[src/rtl/cla_pipe_adder.sv]
`default_nettype none
// ============================================================================
// Module   : cla_pipe_adder
// Purpose  : Pipelined group carry-lookahead adder/subtractor. One GBIT group
//            is resolved per stage, with valid/ready flow and cout/ovf flags.
//            Define CLA_SAT_EN to saturate the sum on signed overflow.
// Revision : 1.0 - initial release
// ============================================================================
module cla_pipe_adder #(
    parameter int NBIT = 16,
    parameter int GBIT = 4
) (
    input  logic            clk,
    input  logic            rst_n,
    input  logic            in_valid,
    output logic            in_ready,
    input  logic [NBIT-1:0] a,
    input  logic [NBIT-1:0] b,
    input  logic            c_in,
    input  logic            sub,
    output logic            out_valid,
    input  logic            out_ready,
    output logic [NBIT-1:0] sum,
    output logic            cout,
    output logic            ovf
);
    localparam int NG = NBIT / GBIT;

    generate
        if ((GBIT < 1) || (NBIT < GBIT) || ((NBIT % GBIT) != 0)) begin : g_param_check
            $error("cla_pipe_adder: NBIT (%0d) must be a positive multiple of GBIT (%0d)", NBIT, GBIT);
        end
    endgenerate

    // Sum-of-products lookahead: every carry is a flat function of g, p and ci.
    function automatic logic [GBIT:0] f_lookahead(
        input logic [GBIT-1:0] g,
        input logic [GBIT-1:0] p,
        input logic            ci
    );
        logic [GBIT:0] c;
        logic          term;
        c    = '0;
        c[0] = ci;
        for (int i = 0; i < GBIT; i++) begin
            c[i+1] = g[i];
            term   = p[i];
            for (int j = i - 1; j >= 0; j--) begin
                c[i+1] = c[i+1] | (term & g[j]);
                term   = term & p[j];
            end
            c[i+1] = c[i+1] | (term & ci);
        end
        return c;
    endfunction

    logic            r_out_valid;
    logic [NBIT-1:0] r_sum;
    logic            r_cout;
    logic            r_ovf;

    logic            w_adv;
    logic            w_accept;
    logic [NBIT-1:0] w_b_eff;
    logic            w_c0;

    assign w_adv    = !r_out_valid || out_ready;
    assign in_ready = rst_n & w_adv;
    assign w_accept = in_valid & w_adv;
    assign w_b_eff  = sub ? ~b : b;
    assign w_c0     = sub | c_in;

    genvar s;
    generate
        for (s = 0; s < NG; s++) begin : g_stage
            localparam int UIN = NBIT - s * GBIT;
            localparam int SW  = (s + 1) * GBIT;

            logic [UIN-1:0]  w_ua;
            logic [UIN-1:0]  w_ub;
            logic            w_ci;
            logic            w_vi;
            logic [GBIT-1:0] w_g;
            logic [GBIT-1:0] w_p;
            logic [GBIT:0]   w_cy;
            logic [GBIT-1:0] w_gsum;
            logic [SW-1:0]   w_sum;

            // Stage 0 reads the ports; later stages read the previous skew registers.
            if (s == 0) begin : g_head
                assign w_ua  = a;
                assign w_ub  = w_b_eff;
                assign w_ci  = w_c0;
                assign w_vi  = w_accept;
                assign w_sum = w_gsum;
            end else begin : g_body
                assign w_ua  = g_stage[s-1].g_skew.r_ua;
                assign w_ub  = g_stage[s-1].g_skew.r_ub;
                assign w_ci  = g_stage[s-1].g_skew.r_cy;
                assign w_vi  = g_stage[s-1].g_skew.r_vld;
                assign w_sum = {w_gsum, g_stage[s-1].g_skew.r_sum};
            end

            assign w_g    = w_ua[GBIT-1:0] & w_ub[GBIT-1:0];
            assign w_p    = w_ua[GBIT-1:0] ^ w_ub[GBIT-1:0];
            assign w_cy   = f_lookahead(w_g, w_p, w_ci);
            assign w_gsum = w_p ^ w_cy[GBIT-1:0];

            if (s < NG - 1) begin : g_skew
                logic                r_vld;
                logic                r_cy;
                logic [SW-1:0]       r_sum;
                logic [UIN-GBIT-1:0] r_ua;
                logic [UIN-GBIT-1:0] r_ub;

                always_ff @(posedge clk or negedge rst_n) begin
                    if (!rst_n) begin
                        r_vld <= 1'b0;
                        r_cy  <= 1'b0;
                        r_sum <= '0;
                        r_ua  <= '0;
                        r_ub  <= '0;
                    end else if (w_adv) begin
                        r_vld <= w_vi;
                        r_cy  <= w_cy[GBIT];
                        r_sum <= w_sum;
                        r_ua  <= w_ua[UIN-1:GBIT];
                        r_ub  <= w_ub[UIN-1:GBIT];
                    end
                end
            end else begin : g_tail
                logic            w_ovf;
                logic [NBIT-1:0] w_res;

                assign w_ovf = w_cy[GBIT] ^ w_cy[GBIT-1];
`ifdef CLA_SAT_EN
                // Overflow implies a and b_eff share a sign, so A's sign picks the clamp.
                assign w_res = !w_ovf ? w_sum :
                               (w_ua[GBIT-1] ? {1'b1, {(NBIT-1){1'b0}}}
                                             : {1'b0, {(NBIT-1){1'b1}}});
`else
                assign w_res = w_sum;
`endif

                always_ff @(posedge clk or negedge rst_n) begin
                    if (!rst_n) begin
                        r_out_valid <= 1'b0;
                        r_sum       <= '0;
                        r_cout      <= 1'b0;
                        r_ovf       <= 1'b0;
                    end else if (w_adv) begin
                        r_out_valid <= w_vi;
                        r_sum       <= w_res;
                        r_cout      <= w_cy[GBIT];
                        r_ovf       <= w_ovf;
                    end
                end
            end
        end
    endgenerate

    assign out_valid = r_out_valid;
    assign sum       = r_sum;
    assign cout      = r_cout;
    assign ovf       = r_ovf;

endmodule
`default_nettype wire

[config.mk]
export PLATFORM = sky130hd
export DESIGN_NAME = cla_pipe_adder
export DESIGN_NICKNAME = d
export VERILOG_FILES = /design/src/rtl/cla_pipe_adder.sv
export SDC_FILE = /design/constraint.sdc
export NUM_CORES = 1
export LEC_CHECK = 0
export BUFFER_PORTS_ARGS = -buffer_cell sky130_fd_sc_hd__buf_2
export CAP_MARGIN = 20
export CORE_MARGIN = 2
export CORE_UTILIZATION = 35
export CTS_CLUSTER_DIAMETER = 120
export DETAILED_ROUTE_END_ITERATION = 16
export PLACE_DENSITY = 0.56
export SYNTH_ARGS = -nofsm -noshare
export SYNTH_HDL_FRONTEND = slang
export SYNTH_SLANG_ARGS = --single-unit
[constraint.sdc]
create_clock -name clk -period 2.5 [get_ports clk]
set_input_delay 0.375 -clock clk [delete_from_list [all_inputs] [get_ports clk]]
set_output_delay 0.375 -clock clk [all_outputs]
set_load 0.05 [all_outputs]
==> flow_summary.yaml <==
placement:
  detailed_place_hpwl_um: 5380
  dpl_cell_area_um2: 4770
  gp_congestion: 0.756
  dp_cells: 670
  portBuffers: 57
  post-place-ws_ns: 0.545
logic_synthesis:
  synth_area_leader_cell: "dfrtp_1"
  ys_types: 28
  synth_top_family_by_area: "simple AND/OR/NAND/NOR gates"
  ys_top_cells_by_area: "dfrtp_1, nand2_1, ha_1"
  synth_area_um2: 4330
  synth_nets: 523
  synth.avg_cell_area_um2: 9.36
  yosys_warnings: 0
  dominantRegCellSynth: "dfrtp_1"
  synth_fa_ha_area_share_pct: 7.05
  synth_compound_area_share_pct: 7.71
  synth_cells: 463
  synthArstFlopShare_pct: 100
  ys_seq_elements: 97
  yosys.area_share.simple_pct: 20.7
  synth_edf_count: 0
  synth.yosys.seq_area_share_pct: 56.0
  yosysMostFrequentCell: "nand2_1"
  synth_mux_area_share_pct: 0.231
  synthXorXnorAreaFrac_pct: 5.05
  netlist.area_leader.share_pct: 56.0
  synth_common_cells: "nand2_1, dfrtp_1, o21ai_0"
timing:
  period_needed_ns: 1.88
  fin_crit_sh_pct: 75.4
  setup_violations: 0
  slew_headroom_pct: 59.2
  hold_viol: 0
  max_slew.worst_pin.slew_ns: 0.612
  fin_skew_ns: 0.00438
  setup_tns_ns: 0
  grt_setup_unrepaired: "no"
  slew_violations: 0
  fmax_ghz: 0.531
  fin_ws_ns: 0.616
  fin_hold_ws_ns: 0.231
global_route:
  grt_pass1_vias: 3060
  grt_antenna_before_repair: 0
  grtUsageTotal_pct: 13.5
  overflow: 0
  grt_pass1_wl_um: 14300
  grt_max_degree: 110
floorplan:
  die_h_um: 115
  row_count: 40
  start_util_pct: 35.9
  die_w_um: 115
  die-area_um2: 13300
  core_um2: 12100
  num_io_pins: 58
worst_setup_path:
  cp_max_fo: 4
  cp_data_arrival_time_ns: 1.51
  critical_path_required_ns: 2.12
  worst-r2r-cell-count: 5
  path_class: "in -> out"
  critical_path.max_stage_delay_ns: 0.53
  endpoint_kind: "output port"
  worstPathCellList: "dlygate4sd3_1 > buf_4 > and2_1 > buf_2"
  startpoint_type: "input pin"
  cp_slowest_cell: "dlygate4sd3_1"
drt:
  viasPerCell: 4.37
  routed_wl_um: 8110
  route.detailed.drc: 0
  first_pass_iters: 4
  vias: 3000
  ant_nets: 0
  drt-initial-drc-count: 174
  avgRoutedWirePerCell_um: 11.8
power:
  p_int_mw: 3.88
  clkPwrFrac_pct: 19.2
  comb_power_share_pct: 39.7
  switching_share_pct: 40.5
  vdd_drop_max_v: 0.000402
  p_sw_mw: 2.64
  power_frac_seq_pct: 41.1
  power_per_cell_area_nw_per_um2: 1290
  p_leak_nw: 2.56
  totalPowerFinal_mw: 6.52
hold_path:
  hold_class: "in -> reg"
  hold_depth: 3
clocking:
  cts.repair.resized: 0
  cts_tree: "done"
  cts-buffers-inserted: 9
  clkSinkCount: 97
  clk_latency_ns: 0.34
  clkTransAtPathRegs_ns: 0.06
  cts_max_path_buffers: 2
  cts_htree_levels: 3
  cts-root-buf: "clkbuf_16"
  hold_buffers: 1
  cts_setup_buffers: 0
status:
  status: "completed"
cells_and_area:
  layoutNonFillerInstCount: 686
  finalCoreUtilization_pct: 41.9
  drive_above_1_share_pct: 16.0
  area_delta_synth_final_pct: 16.6
  n_antenna_cell: 0
  final_cell_area_um2: 5050
  nets: 574
flow_run:
  drv_cap: 0
[critical path, delay by kind of cell]
family                 cells  cell delay (ns)
AND/OR/NAND/NOR            1             0.19
buffers and inverters      3             0.95
[state kept, by name (all words and copies together), names as in the netlist]
| name | cells |
|---|---|
| g_stage.g_skew.r_vld | 3 |
| g_stage.g_skew.r_cy | 3 |
| sum | 16 |
| out_valid | 1 |
| ovf | 1 |
| g_stage.g_skew.r_ua | 24 |
| g_stage.g_skew.r_ub | 24 |
| cout | 1 |
| g_stage.g_skew.r_sum | 24 |
[power by group through the flow]
| stage | registers, mW | clock network (mW) | logic, mW |
|---|---|---|---|
| 6_report | 2.68 | 1.26 | 2.59 |
| 5_1_grt | 2.78 | 1.36 | 2.94 |
| 4_1_cts | 2.69 | 1.30 | 2.64 |
| 3_5_place_dp | 2.71 | 0 | 2.63 |
| 3_3_place_gp | 2.69 | 0 | 2.56 |
| 2_1_floorplan | 3.15 | 0 | 1.55 |
[kinds of logic (layout without fill, tap and decap cells)]
| logic type | count (synthesis) | in the layout |
|---|---|---|
| xor+xnor | 25 | 25 |
| flops | 97 | 97 |
| compound gates | 57 | 57 |
| fa+ha+maj | 22 | 22 |
| buf+inv | 25 | 80 |
| simple gates | 236 | 236 |
| mux | 1 | 1 |
[per-layer routing]
metal / part of all wire, % / GRT usage, % / up-vias
li1: - / - / 1569
met1: 53 / 18.9 / 1361
met4: 2.6 / 7.31 / 0
met2: 42 / 20.2 / 57
met3: 3.4 / 2.21 / 13
met5: 0 / 0 / -
[final cells by class]
type / count / area (µm²)
clock buffers: 10 / 239
clock inverters: 5 / 32.5
fillers: 1207 / 7010
inverters: 2 / 7.51
multi-input cells: 341 / 1780
flip-flops and latches: 97 / 2430
well taps: 168 / 210
repair buffers: 63 / 360
[final timing paths]
kind	slack [ns]	startpoint	to
worst min-delay path	0.23	a[9]	g_stage[0].g_skew.r_ua[5]$_DFFE_PN0N_
worst min register to register	0.46	g_stage[2].g_skew.r_vld$_DFFE_PN0N_	g_stage[2].g_skew.r_vld$_DFFE_PN0N_
max in group asynchronous	1.36	rst_n	sum[4]$_DFFE_PN0N_
worst max register to register	0.90	g_stage[1].g_skew.r_ua[0]$_DFFE_PN0N_	g_stage[2].g_skew.r_sum[11]$_DFFE_PN0N_
worst max-delay path	0.62	rst_n	in_ready
min in group asynchronous	0.37	rst_n	sum[12]$_DFFE_PN0N_
[placed cells by master, fill, tap and decap left out, types with 2 or more instances in the layout]
master / n
a211oi_1: 5
a21o_1: 3
a21oi_1: 13
buf_12: 2
buf_2: 56
buf_4: 4
clkbuf_16: 9
clkinv_2: 2
clkinvlp_4: 3
dfrtp_1: 97
fa_1: 4
ha_1: 18
inv_1: 2
nand2_1: 222
nor2_1: 9
o21ai_0: 23
o21ai_1: 6
o21ai_2: 2
o21bai_1: 2
xnor2_1: 20
xor2_1: 5
Note: power is estimated with default switching activity, not from simulation.
